**src/rtl/peak_frame_sequencer_pkg.sv**
```systemverilog
// Shared types and constants for the peak frame sequencer.
package peak_frame_sequencer_pkg;

    typedef enum logic [2:0] {
        IDLE,
        ARM,
        STREAM,
        WAIT_PEAK,
        HOLD
    } seq_state_t;

    localparam int FRAME_CNT_W = 16;

endpackage

```
**src/rtl/peak_frame_sequencer_if.sv**
```systemverilog
// Source stream, detector link and result handshake of the sequencer.
// master: the sequencer side. slave: the environment (source, detector, consumer).
interface peak_frame_sequencer_if #(
    parameter int WIDTH       = 32,
    parameter int INDEX_WIDTH = 11
);
    logic [WIDTH-1:0]       mag_in;
    logic                   mag_valid_in;
    logic                   mag_ready_out;

    logic                   det_frame_start;
    logic [WIDTH-1:0]       det_mag_out;
    logic                   det_valid_out;
    logic [WIDTH-1:0]       det_peak_mag_in;
    logic [INDEX_WIDTH-1:0] det_peak_index_in;
    logic                   det_peak_valid_in;

    logic [WIDTH-1:0]       res_mag;
    logic [INDEX_WIDTH-1:0] res_index;
    logic                   res_above_thr;
    logic                   res_valid;
    logic                   res_ready;

    modport master (
        input  mag_in, mag_valid_in,
        input  det_peak_mag_in, det_peak_index_in, det_peak_valid_in,
        input  res_ready,
        output mag_ready_out,
        output det_frame_start, det_mag_out, det_valid_out,
        output res_mag, res_index, res_above_thr, res_valid
    );

    modport slave (
        output mag_in, mag_valid_in,
        output det_peak_mag_in, det_peak_index_in, det_peak_valid_in,
        output res_ready,
        input  mag_ready_out,
        input  det_frame_start, det_mag_out, det_valid_out,
        input  res_mag, res_index, res_above_thr, res_valid
    );
endinterface

```
**src/rtl/peak_frame_sequencer_watchdog.sv**
```systemverilog
// Down-counting watchdog: reloads while idle, counts while enabled,
// flags expiry on the last permitted cycle of the dwell.
module seq_watchdog #(
    parameter int TIMEOUT_CYCLES = 4096
) (
    input  logic clk,
    input  logic reset,
    input  logic load,
    input  logic enable,
    output logic expired
);
    localparam int CW = (TIMEOUT_CYCLES > 1) ? $clog2(TIMEOUT_CYCLES) : 1;
    localparam logic [CW-1:0] RELOAD = CW'(TIMEOUT_CYCLES - 1);

    logic [CW-1:0] cnt_q, cnt_d;

    // Expires in the TIMEOUT_CYCLES-th enabled cycle after a load.
    assign expired = enable && (cnt_q == '0);

    // Next count: reload has priority, then decrement, saturating at zero.
    always_comb begin
        cnt_d = cnt_q;
        if (load)
            cnt_d = RELOAD;
        else if (enable && cnt_q != '0)
            cnt_d = cnt_q - 1'b1;
    end

    // Count register.
    always_ff @(posedge clk) begin
        if (reset)
            cnt_q <= RELOAD;
        else
            cnt_q <= cnt_d;
    end
endmodule

```
**src/rtl/peak_frame_sequencer.sv**
```systemverilog
// Frame controller in front of the FFT peak detector: arms the detector,
// forwards one frame of samples, captures and thresholds the peak result.
module peak_frame_sequencer
    import peak_frame_sequencer_pkg::*;
#(
    parameter int INDEX_WIDTH    = 11,
    parameter int WIDTH          = 32,
    parameter int FFT_SIZE       = 2048,
    parameter int TIMEOUT_CYCLES = 4096
) (
    input  logic                   clk,
    input  logic                   reset,
    input  logic                   start,
    input  logic                   continuous,
    input  logic                   abort,
    input  logic [WIDTH-1:0]       threshold_in,
    peak_frame_sequencer_if.master bus,
    output logic                   busy,
    output logic [FRAME_CNT_W-1:0] frame_count,
    output logic                   timeout_err
);
    localparam logic [INDEX_WIDTH-1:0] LAST_BIN = INDEX_WIDTH'(FFT_SIZE - 1);

    seq_state_t             state_q, state_d;
    logic [INDEX_WIDTH-1:0] bin_q, bin_d;
    logic [WIDTH-1:0]       res_mag_q, res_mag_d;
    logic [INDEX_WIDTH-1:0] res_index_q, res_index_d;
    logic                   res_above_q, res_above_d;
    logic [FRAME_CNT_W-1:0] fcnt_q, fcnt_d;
    logic                   terr_q, terr_d;

    logic accept;
    logic wd_en;
    logic wd_expired;

    // Samples pass straight through to the detector in the accepting cycle.
    assign accept                = (state_q == STREAM) && bus.mag_valid_in;
    assign bus.mag_ready_out     = (state_q == STREAM);
    assign bus.det_valid_out     = accept;
    assign bus.det_mag_out       = accept ? bus.mag_in : '0;
    assign bus.det_frame_start   = (state_q == ARM);
    assign bus.res_valid         = (state_q == HOLD);
    assign bus.res_mag           = res_mag_q;
    assign bus.res_index         = res_index_q;
    assign bus.res_above_thr     = res_above_q;
    assign busy                  = (state_q != IDLE);
    assign frame_count           = fcnt_q;
    assign timeout_err           = terr_q;
    assign wd_en                 = (state_q == WAIT_PEAK);

    seq_watchdog #(
        .TIMEOUT_CYCLES (TIMEOUT_CYCLES)
    ) u_watchdog (
        .clk     (clk),
        .reset   (reset),
        .load    (!wd_en),
        .enable  (wd_en),
        .expired (wd_expired)
    );

    // Next-state and datapath updates; abort overrides everything outside IDLE.
    always_comb begin
        state_d     = state_q;
        bin_d       = bin_q;
        res_mag_d   = res_mag_q;
        res_index_d = res_index_q;
        res_above_d = res_above_q;
        fcnt_d      = fcnt_q;
        terr_d      = terr_q;
        case (state_q)
            IDLE: begin
                if (start && !abort) begin
                    state_d = ARM;
                    terr_d  = 1'b0;
                end
            end
            ARM: begin
                bin_d   = '0;
                state_d = STREAM;
            end
            STREAM: begin
                if (accept) begin
                    bin_d = bin_q + 1'b1;
                    if (bin_q == LAST_BIN)
                        state_d = WAIT_PEAK;
                end
            end
            WAIT_PEAK: begin
                // A peak arriving on the last watchdog cycle still counts.
                if (bus.det_peak_valid_in) begin
                    res_mag_d   = bus.det_peak_mag_in;
                    res_index_d = bus.det_peak_index_in;
                    res_above_d = (bus.det_peak_mag_in >= threshold_in);
                    state_d     = HOLD;
                end else if (wd_expired) begin
                    terr_d  = 1'b1;
                    state_d = IDLE;
                end
            end
            HOLD: begin
                if (bus.res_ready) begin
                    fcnt_d  = fcnt_q + 1'b1;
                    state_d = continuous ? ARM : IDLE;
                end
            end
            default: state_d = IDLE;
        endcase
        if (abort && state_q != IDLE) begin
            state_d     = IDLE;
            res_mag_d   = res_mag_q;
            res_index_d = res_index_q;
            res_above_d = res_above_q;
            fcnt_d      = fcnt_q;
            terr_d      = terr_q;
        end
    end

    // State and datapath registers.
    always_ff @(posedge clk) begin
        if (reset) begin
            state_q     <= IDLE;
            bin_q       <= '0;
            res_mag_q   <= '0;
            res_index_q <= '0;
            res_above_q <= 1'b0;
            fcnt_q      <= '0;
            terr_q      <= 1'b0;
        end else begin
            state_q     <= state_d;
            bin_q       <= bin_d;
            res_mag_q   <= res_mag_d;
            res_index_q <= res_index_d;
            res_above_q <= res_above_d;
            fcnt_q      <= fcnt_d;
            terr_q      <= terr_d;
        end
    end
endmodule

```
**src/flat_wrapper.sv**
```systemverilog
// flat-port wrapper written by rule: the top's interface ports become plain ports
module peak_frame_sequencer_flat import peak_frame_sequencer_pkg::*;
#(
    parameter int INDEX_WIDTH    = 11,
    parameter int WIDTH          = 32,
    parameter int FFT_SIZE       = 2048,
    parameter int TIMEOUT_CYCLES = 4096
)
  (clk, reset, start, continuous, abort, threshold_in, busy, frame_count, timeout_err, bus_mag_in, bus_mag_valid_in, bus_det_peak_mag_in, bus_det_peak_index_in, bus_det_peak_valid_in, bus_res_ready, bus_mag_ready_out, bus_det_frame_start, bus_det_mag_out, bus_det_valid_out, bus_res_mag, bus_res_index, bus_res_above_thr, bus_res_valid);
  peak_frame_sequencer_if #(.WIDTH(WIDTH), .INDEX_WIDTH(INDEX_WIDTH)) bus_i ();
  input  logic clk;
  input  logic reset;
  input  logic start;
  input  logic continuous;
  input  logic abort;
  input  logic [WIDTH-1:0] threshold_in;
  output logic busy;
  output logic [FRAME_CNT_W-1:0] frame_count;
  output logic timeout_err;
  input wire logic [$bits(bus_i.mag_in)-1:0] bus_mag_in;
  input wire logic [$bits(bus_i.mag_valid_in)-1:0] bus_mag_valid_in;
  input wire logic [$bits(bus_i.det_peak_mag_in)-1:0] bus_det_peak_mag_in;
  input wire logic [$bits(bus_i.det_peak_index_in)-1:0] bus_det_peak_index_in;
  input wire logic [$bits(bus_i.det_peak_valid_in)-1:0] bus_det_peak_valid_in;
  input wire logic [$bits(bus_i.res_ready)-1:0] bus_res_ready;
  output wire logic [$bits(bus_i.mag_ready_out)-1:0] bus_mag_ready_out;
  output wire logic [$bits(bus_i.det_frame_start)-1:0] bus_det_frame_start;
  output wire logic [$bits(bus_i.det_mag_out)-1:0] bus_det_mag_out;
  output wire logic [$bits(bus_i.det_valid_out)-1:0] bus_det_valid_out;
  output wire logic [$bits(bus_i.res_mag)-1:0] bus_res_mag;
  output wire logic [$bits(bus_i.res_index)-1:0] bus_res_index;
  output wire logic [$bits(bus_i.res_above_thr)-1:0] bus_res_above_thr;
  output wire logic [$bits(bus_i.res_valid)-1:0] bus_res_valid;
  assign bus_i.mag_in = bus_mag_in;
  assign bus_i.mag_valid_in = bus_mag_valid_in;
  assign bus_i.det_peak_mag_in = bus_det_peak_mag_in;
  assign bus_i.det_peak_index_in = bus_det_peak_index_in;
  assign bus_i.det_peak_valid_in = bus_det_peak_valid_in;
  assign bus_i.res_ready = bus_res_ready;
  assign bus_mag_ready_out = bus_i.mag_ready_out;
  assign bus_det_frame_start = bus_i.det_frame_start;
  assign bus_det_mag_out = bus_i.det_mag_out;
  assign bus_det_valid_out = bus_i.det_valid_out;
  assign bus_res_mag = bus_i.res_mag;
  assign bus_res_index = bus_i.res_index;
  assign bus_res_above_thr = bus_i.res_above_thr;
  assign bus_res_valid = bus_i.res_valid;
  peak_frame_sequencer #(.INDEX_WIDTH(INDEX_WIDTH), .WIDTH(WIDTH), .FFT_SIZE(FFT_SIZE), .TIMEOUT_CYCLES(TIMEOUT_CYCLES)) u_core (.clk(clk), .reset(reset), .start(start), .continuous(continuous), .abort(abort), .threshold_in(threshold_in), .bus(bus_i), .busy(busy), .frame_count(frame_count), .timeout_err(timeout_err));
endmodule
```
**config.mk**
```make
export PLATFORM = sky130hd
export DESIGN_NAME = peak_frame_sequencer_flat
export DESIGN_NICKNAME = d
export VERILOG_FILES = /design/src/rtl/peak_frame_sequencer_pkg.sv /design/src/rtl/peak_frame_sequencer_if.sv /design/src/rtl/peak_frame_sequencer_watchdog.sv /design/src/rtl/peak_frame_sequencer.sv /design/src/flat_wrapper.sv
export SDC_FILE = /design/constraint.sdc
export NUM_CORES = 1
export LEC_CHECK = 0
export BUFFER_PORTS_ARGS = -buffer_cell sky130_fd_sc_hd__buf_2
export CAP_MARGIN = 15
export CORE_ASPECT_RATIO = 0.7
export CORE_MARGIN = 5
export CORE_UTILIZATION = 47
export CTS_BUF_LIST = sky130_fd_sc_hd__clkbuf_4 sky130_fd_sc_hd__clkbuf_8 sky130_fd_sc_hd__clkbuf_16
export CTS_CLUSTER_SIZE = 12
export DETAILED_ROUTE_END_ITERATION = 6
export HOLD_SLACK_MARGIN = 0.1
export PLACE_DENSITY = 0.8
export REMOVE_ABC_BUFFERS = 1
export SYNTH_ARGS = -nofsm -noshare
export SYNTH_HDL_FRONTEND = slang
export SYNTH_SLANG_ARGS = --single-unit
```
**constraint.sdc**
```tcl
create_clock -name clk -period 2.5 [get_ports clk]
set_clock_uncertainty 0.1 [all_clocks]
set_input_delay 0.125 -clock clk [delete_from_list [all_inputs] [get_ports clk]]
set_output_delay 0.125 -clock clk [all_outputs]
set_load 0.005 [all_outputs]
```
======== Yosys cells after proc, flatten, opt, wreduce, memory -nomap -nowiden ========
Cells that the tools add are included.
W data, S select, Z words.
word-level totals
  register bits after elaboration ......... 87
  input bits .............................. 115
  output and inout port bits .............. 98
operators by class
  add/sub/neg operators ................... 3
  magnitude comparators ................... 1
  equal/unequal tests ..................... 12
  muxes and demuxes ....................... 15
  bitwise gates (word level) .............. 2
  reduce and logical (&&, ||, !) cells .... 19
operator list
  kind                     count
  $ge A32 B32 Y1           1
  $mux W32                 1
  $pmux W11 S2             1
  $mux W3                  6
  $add A16 B1 Y16 const B  1
  $pmux W3 S5              1
  $logic_not A12 Y1        1
  $reduce_bool A12 Y1      1
  $sub A12 B1 Y12 const B  1
  $add A11 B1 Y11 const B  1
  $eq A11 B11 Y1 const B   1
  $mux W11                 1
  $reduce_and A5 Y1        2
  $ne A2 B1 Y1 const B     4
  $eq A3 B2 Y1 const B     2
  $reduce_and A3 Y1        2
  $logic_and A1 B1 Y1      5
  $mux W1                  4
  $ne A2 B2 Y1 const B     2
  $reduce_bool A2 Y1       2
  $reduce_or A2 Y1         2
  $eq A3 B1 Y1 const B     1
  $eq A3 B3 Y1 const B     1
  $logic_not A3 Y1         1
  6 further kinds          7

======== Longest topological paths before layout ========
  depth after elaboration ................. 5
  mapped depth ............................ 8
  gate-level depth less buffers ........... 7

======== By module ========
Synthesis repeated with hierarchy kept, for this count alone.
second synthesis, totals
  cell total of the unflattened synthesis .. 591
  area total of the unflattened synthesis .. 4724.5 um2
by module, submodules not included
  module                times used  cells an instance  area an instance (um2)  seq. area each (um2)
  peak_frame_sequencer  1           518                4070.2                  1501.4
  seq_watchdog          1           73                 654.4                   240.2

======== Least setup slack after synthesis ========
OpenSTA, ideal clock, no wires.
  path kind ............................... register to register
  start ................................... reg u_core.u_watchdog.cnt_q[0]
  end ..................................... reg u_core.u_watchdog.cnt_q[1]
  setup time .............................. 0.061 ns
  arrival time ............................ 1.637 ns
  required time ........................... 2.339 ns
  setup slack ............................. 0.702 ns
  stages on the path, launching flop included .. 8
  clock period less this slack ............ 1.798 ns
  cells stage by stage .................... dfxtp_1 -> inv_1 -> ha_1 -> nor4b_1 -> and4b_1 -> buf_2 -> mux2_2 -> nand2_1
on the way
  longest elaborated chain between the ends .. 2
  elaborated cells between the ends (all ways) .. 3
  classes of those cells .................. add/sub (1); reduce/logical (2)
RTL lines
  what                                                                     line                                 source
  from (decl)                                                              peak_frame_sequencer_watchdog.sv:15  logic [CW-1:0] cnt_q, cnt_d;
  from (signal assigned)                                                   peak_frame_sequencer_watchdog.sv:34  cnt_q <= cnt_d;
  parallel branches: the longest is 2 deep, another holds $sub A12 B1 Y12  --
Several ways; the timed one is not identified.
A chain may end at the register's enable or synchronous reset.

======== Worst setup path in the final report ========
  start ................................... in bus_det_peak_mag_in[0]
  end ..................................... reg u_core.res_above_q (netlist: u_core.bus.res_above_thr)
on the way
  longest elaborated chain between the ends .. 1
RTL lines
  what                  line                         source
  from (decl)           flat_wrapper.sv:22           input wire logic [$bits(bus_i.det_peak_mag_in)-1:0] bus_det_peak_mag_in;
  $ge A32 B32 Y1        peak_frame_sequencer.sv:93   res_above_d = (bus.det_peak_mag_in >= threshold_in);
  to (signal assigned)  peak_frame_sequencer.sv:133  res_above_q <= res_above_d;
  to (decl)             peak_frame_sequencer.sv:28   logic res_above_q, res_above_d;
No other way between the ends.

==> summary by stage <==
Critical path
The category of the most critical setup path is input port to flip-flop. Along the worst path, the maximum fanout reaches 2. At the worst endpoint, the arrival time is 2.45 ns. Data on the critical path is required at its endpoint by 2.61 ns. The worst setup path is captured at a flip-flop. The type of origin of the critical path is an input port.

Layout
The ratio of cells with drive above 1 in the final layout is 29.56%. The utilization of the core after routing is 67.17%. The filler cells instantiated in the layout total 814. The area growth from synthesis to layout is 40.80%. The final layout net count is 968.

0 antenna diodes ended up in the layout.

Clocking
The CTS tree is done. The count of cells resized by post-cts repair is 0. The cts-stage hold buffer count is 46.

In this run the number of H-tree levels came out at 3. The clock reaches the later pin of the worst-skew pair after 0.33 ns. The count of buffers added by post-CTS timing repair for setup is 0. In this run, CTS created clock tree buffers numbering 9. Clock-pin slew was measured on the worst setup and hold paths at 0.07 ns. The tree built by TritonCTS fans out to 87 sinks. The deepest clock path buffer count is 2. The clock tree root buffer cell is clkbuf_16.

Detailed routing
The pre-antenna-repair detailed-routing pass consisted of 4 iterations. The initial detailed-routing violation count is 260. In the routed design, unresolved DRC markers number 0. The wire length after detailed routing is 14.12 mm.

After detailed routing, the average wire length per cell comes to 14.86 µm. The number of routed nets with antenna violations is 0. The ratio of routed vias to standard cells is 5.218. The vias after detailed routing is 4957.

Place
The placer's final routability congestion estimate is 0.8978. The final HPWL from detailed placement is 10.25 mm. The pre-CTS setup slack is 0.3297 ns. The total of buffers placed on input and output ports is 212.

Timing
The highest clock rate is 425.9 MHz. For the final routed database, the setup TNS stands at 0 ns. The worst hold slack across all endpoints is 0.1326 ns. The pin slew with the least headroom to its limit is 0.7069 ns. The final worst-path setup slack is 0.1519 ns. The max-slew violation total from the final report is 0.

The final critical-path required period is 2.348 ns. The relative slew slack is 52.70%. Setup repair after global routing left no endpoint under its margin.

The final critical-path share of the clock period is 93.92%. Setup violations remaining at the end of the flow were counted as 0. The hold violation count in the final report came to 0.

Yosys
The area of the mapped netlist is 4584 µm². In this run, synthesis produced a sequential element count of 87. Synthesis produced 573 cells. The number of synthesized flops with an enable pin is 0.

The most used flip-flop cell after synthesis is dfxtp_1. The synthesized area per cell is 8.001 µm². In this run, distinct cell masters in the synthesized netlist total 51.

After synthesis, the share of flip-flops with an asynchronous set or reset is 0%. The number of warnings issued by yosys is 0. Sequential cells were found to cover 37.99% of the synthesized design area.

Pwr
Summed over all nets, the switching power comes to 0.7056 mW. The overall power is 2.973 mW. The switching share of power is 23.74%. The cell-internal power is 2.267 mW.

Per report_power, the combinational group accounts for 10.9% of the total. The part of the power in the clock network is 42.3%. The power density normalized to cell area is 460.5 nW/µm².

The power share of the sequential group is 46.8%. The maximum resistive drop on vdd is 343.7 µV. In this run the static leakage power is 3.212 nW.

Global routing
The pin count of the biggest net entering global routing is 44. Global routing consumed, over all layers together, 23.06% of the routing resources. The global-route wire length before repair is 22.65 mm. The via count of the first global-routing pass is 4800.

The initial antenna violation count is 0. The residual overflow from global routing is 0.

Floorplanning
The die is 128.0 µm wide. In this run the vertical extent of the chip is 92.63 µm. During I/O placement, the number of pins put on the boundary was 213. The placement row count is 30. The region available for standard cell placement spans 9609 µm².

The starting density of the core is 47.71%. The die area is 11860 µm².

Worst hold path
The path class of the tightest hold or removal check is input port to flip-flop.

Run
The tool flagged a number of max-cap violations equal to 0.

Run status
The run finished with clean final reports.
-- per-layer routing --
| metal | global-route usage, % | vias to the layer above | part of all wire, % |
|---|---|---|---|
| met3 | 4.669 | 42 | 4.8 |
| met1 | 28.26 | 2320 | 42 |
| li1 | - | 2453 | - |
| met4 | 8.922 | 0 | 3.2 |
| met5 | 0 | - | 0 |
| met2 | 39.76 | 142 | 50 |
-- power by group through the flow --
stage / Clock (mW) / Sequential [mW] / Combinational [mW]
6_report: 1.26 / 1.39 / 0.325
3_5_place_dp: 0 / 1.42 / 0.262
5_1_grt: 1.36 / 1.39 / 0.359
2_1_floorplan: 0 / 1.42 / 0.104
3_3_place_gp: 0 / 1.42 / 0.252
4_1_cts: 1.29 / 1.39 / 0.319
-- registers in the layout, indices dropped and copies added, names as in the netlist --
register,flops
u_core.bin_q,11
u_core.bus.res_above_thr,1
u_core.bus.res_index,11
u_core.bus.res_mag,32
u_core.frame_count,16
u_core.state_q,3
u_core.timeout_err,1
u_core.u_watchdog.cnt_q,12
-- metrics by stage --
stage	area, µm²	cells
final	6455	950
after global routing	6455	950
after CTS	6455	950
after detailed placement	5712	888
after global placement	5712	888
after floorplan	4446	543
-- layout make-up --
| type | instances | area [µm²] | share of cell area (%) |
|---|---|---|---|
| Multi-Input combinational cell | 417 | 2565 | 39.74 |
| Timing Repair Buffer | 263 | 1559 | 24.15 |
| Tap cell | 128 | 160.2 | 2.481 |
| Inverter | 39 | 146.4 | 2.268 |
| Clock inverter | 6 | 43.79 | 0.6784 |
| Clock buffer | 10 | 239.0 | 3.702 |
| Sequential cell | 87 | 1742 | 26.98 |
-- layout by cell type, fill, tap and decap left out, types with 5 or more instances in the layout --
cell type | Yosys | routed
xor2_1 | 19 | 19
nor2_1 | 29 | 28
dfxtp_1 | 87 | 87
xnor2_1 | 9 | 9
or3_1 | 8 | 8
nand2_1 | 112 | 112
clkbuf_16 | 0 | 9
buf_4 | 2 | 5
and3_1 | 38 | 38
inv_1 | 39 | 39
nand3_1 | 20 | 20
o21ai_0 | 9 | 9
nand4_1 | 9 | 9
a211oi_1 | 5 | 5
and4_1 | 6 | 6
buf_2 | 9 | 212
ha_1 | 36 | 36
a21oi_1 | 62 | 62
dlygate4sd3_1 | 0 | 46
nor3_1 | 9 | 9
-- synth_stat cells, types with 4 or more instances --
master	count	area, µm²
xor2_1	19	166.4
inv_1	39	146.4
nand4_1	9	56.30
a21oi_1	62	310.3
nor2_1	29	108.9
and3_1	38	237.7
buf_2	9	45.04
a211oi_1	5	37.54
xnor2_1	9	78.83
ha_1	36	450.4
or3_1	8	50.05
and4_1	6	52.55
dfxtp_1	87	1742
nand2_1	112	420.4
nor4_1	4	25.02
nand2b_1	4	25.02
nor3_1	9	45.04
o21ai_0	9	45.04
nand3_1	20	100.1
clkbuf_1	15	56.30
-- cells by family after synthesis --
kind of cell    count (synthesis)  share of synthesized area, %
flops                          87                         37.99
buf+inv                        69                         6.222
mux                             1                        0.2456
simple gates                  259                         28.49
compound gates                 93                         11.87
fa+ha+maj                      36                         9.825
xor+xnor                       28                         5.349
-- worst max-delay path, cell delays in order --
cell,delay [ns]
dlygate4sd3_1,0.55
buf_2,0.12
inv_1,0.04
ha_1,0.27
nand2b_1,0.14
a2111o_1,0.40
a311o_1,0.33
a211oi_1,0.34
o21ai_1,0.14
-- worst paths after layout --
kind,slack [ns],from,endpoint,cells after the start
hold / removal,0.13,reset,u_core.frame_count[0],2
hold reg to reg,0.35,u_core.bus.res_mag[25],u_core.bus.res_mag[25],2
setup / recovery,0.15,bus_det_peak_mag_in[0],u_core.bus.res_above_thr,9
setup reg to reg,0.32,u_core.state_q[2],u_core.bus.res_above_thr,6
No activity file was read; power rests on OpenSTA's default activity.
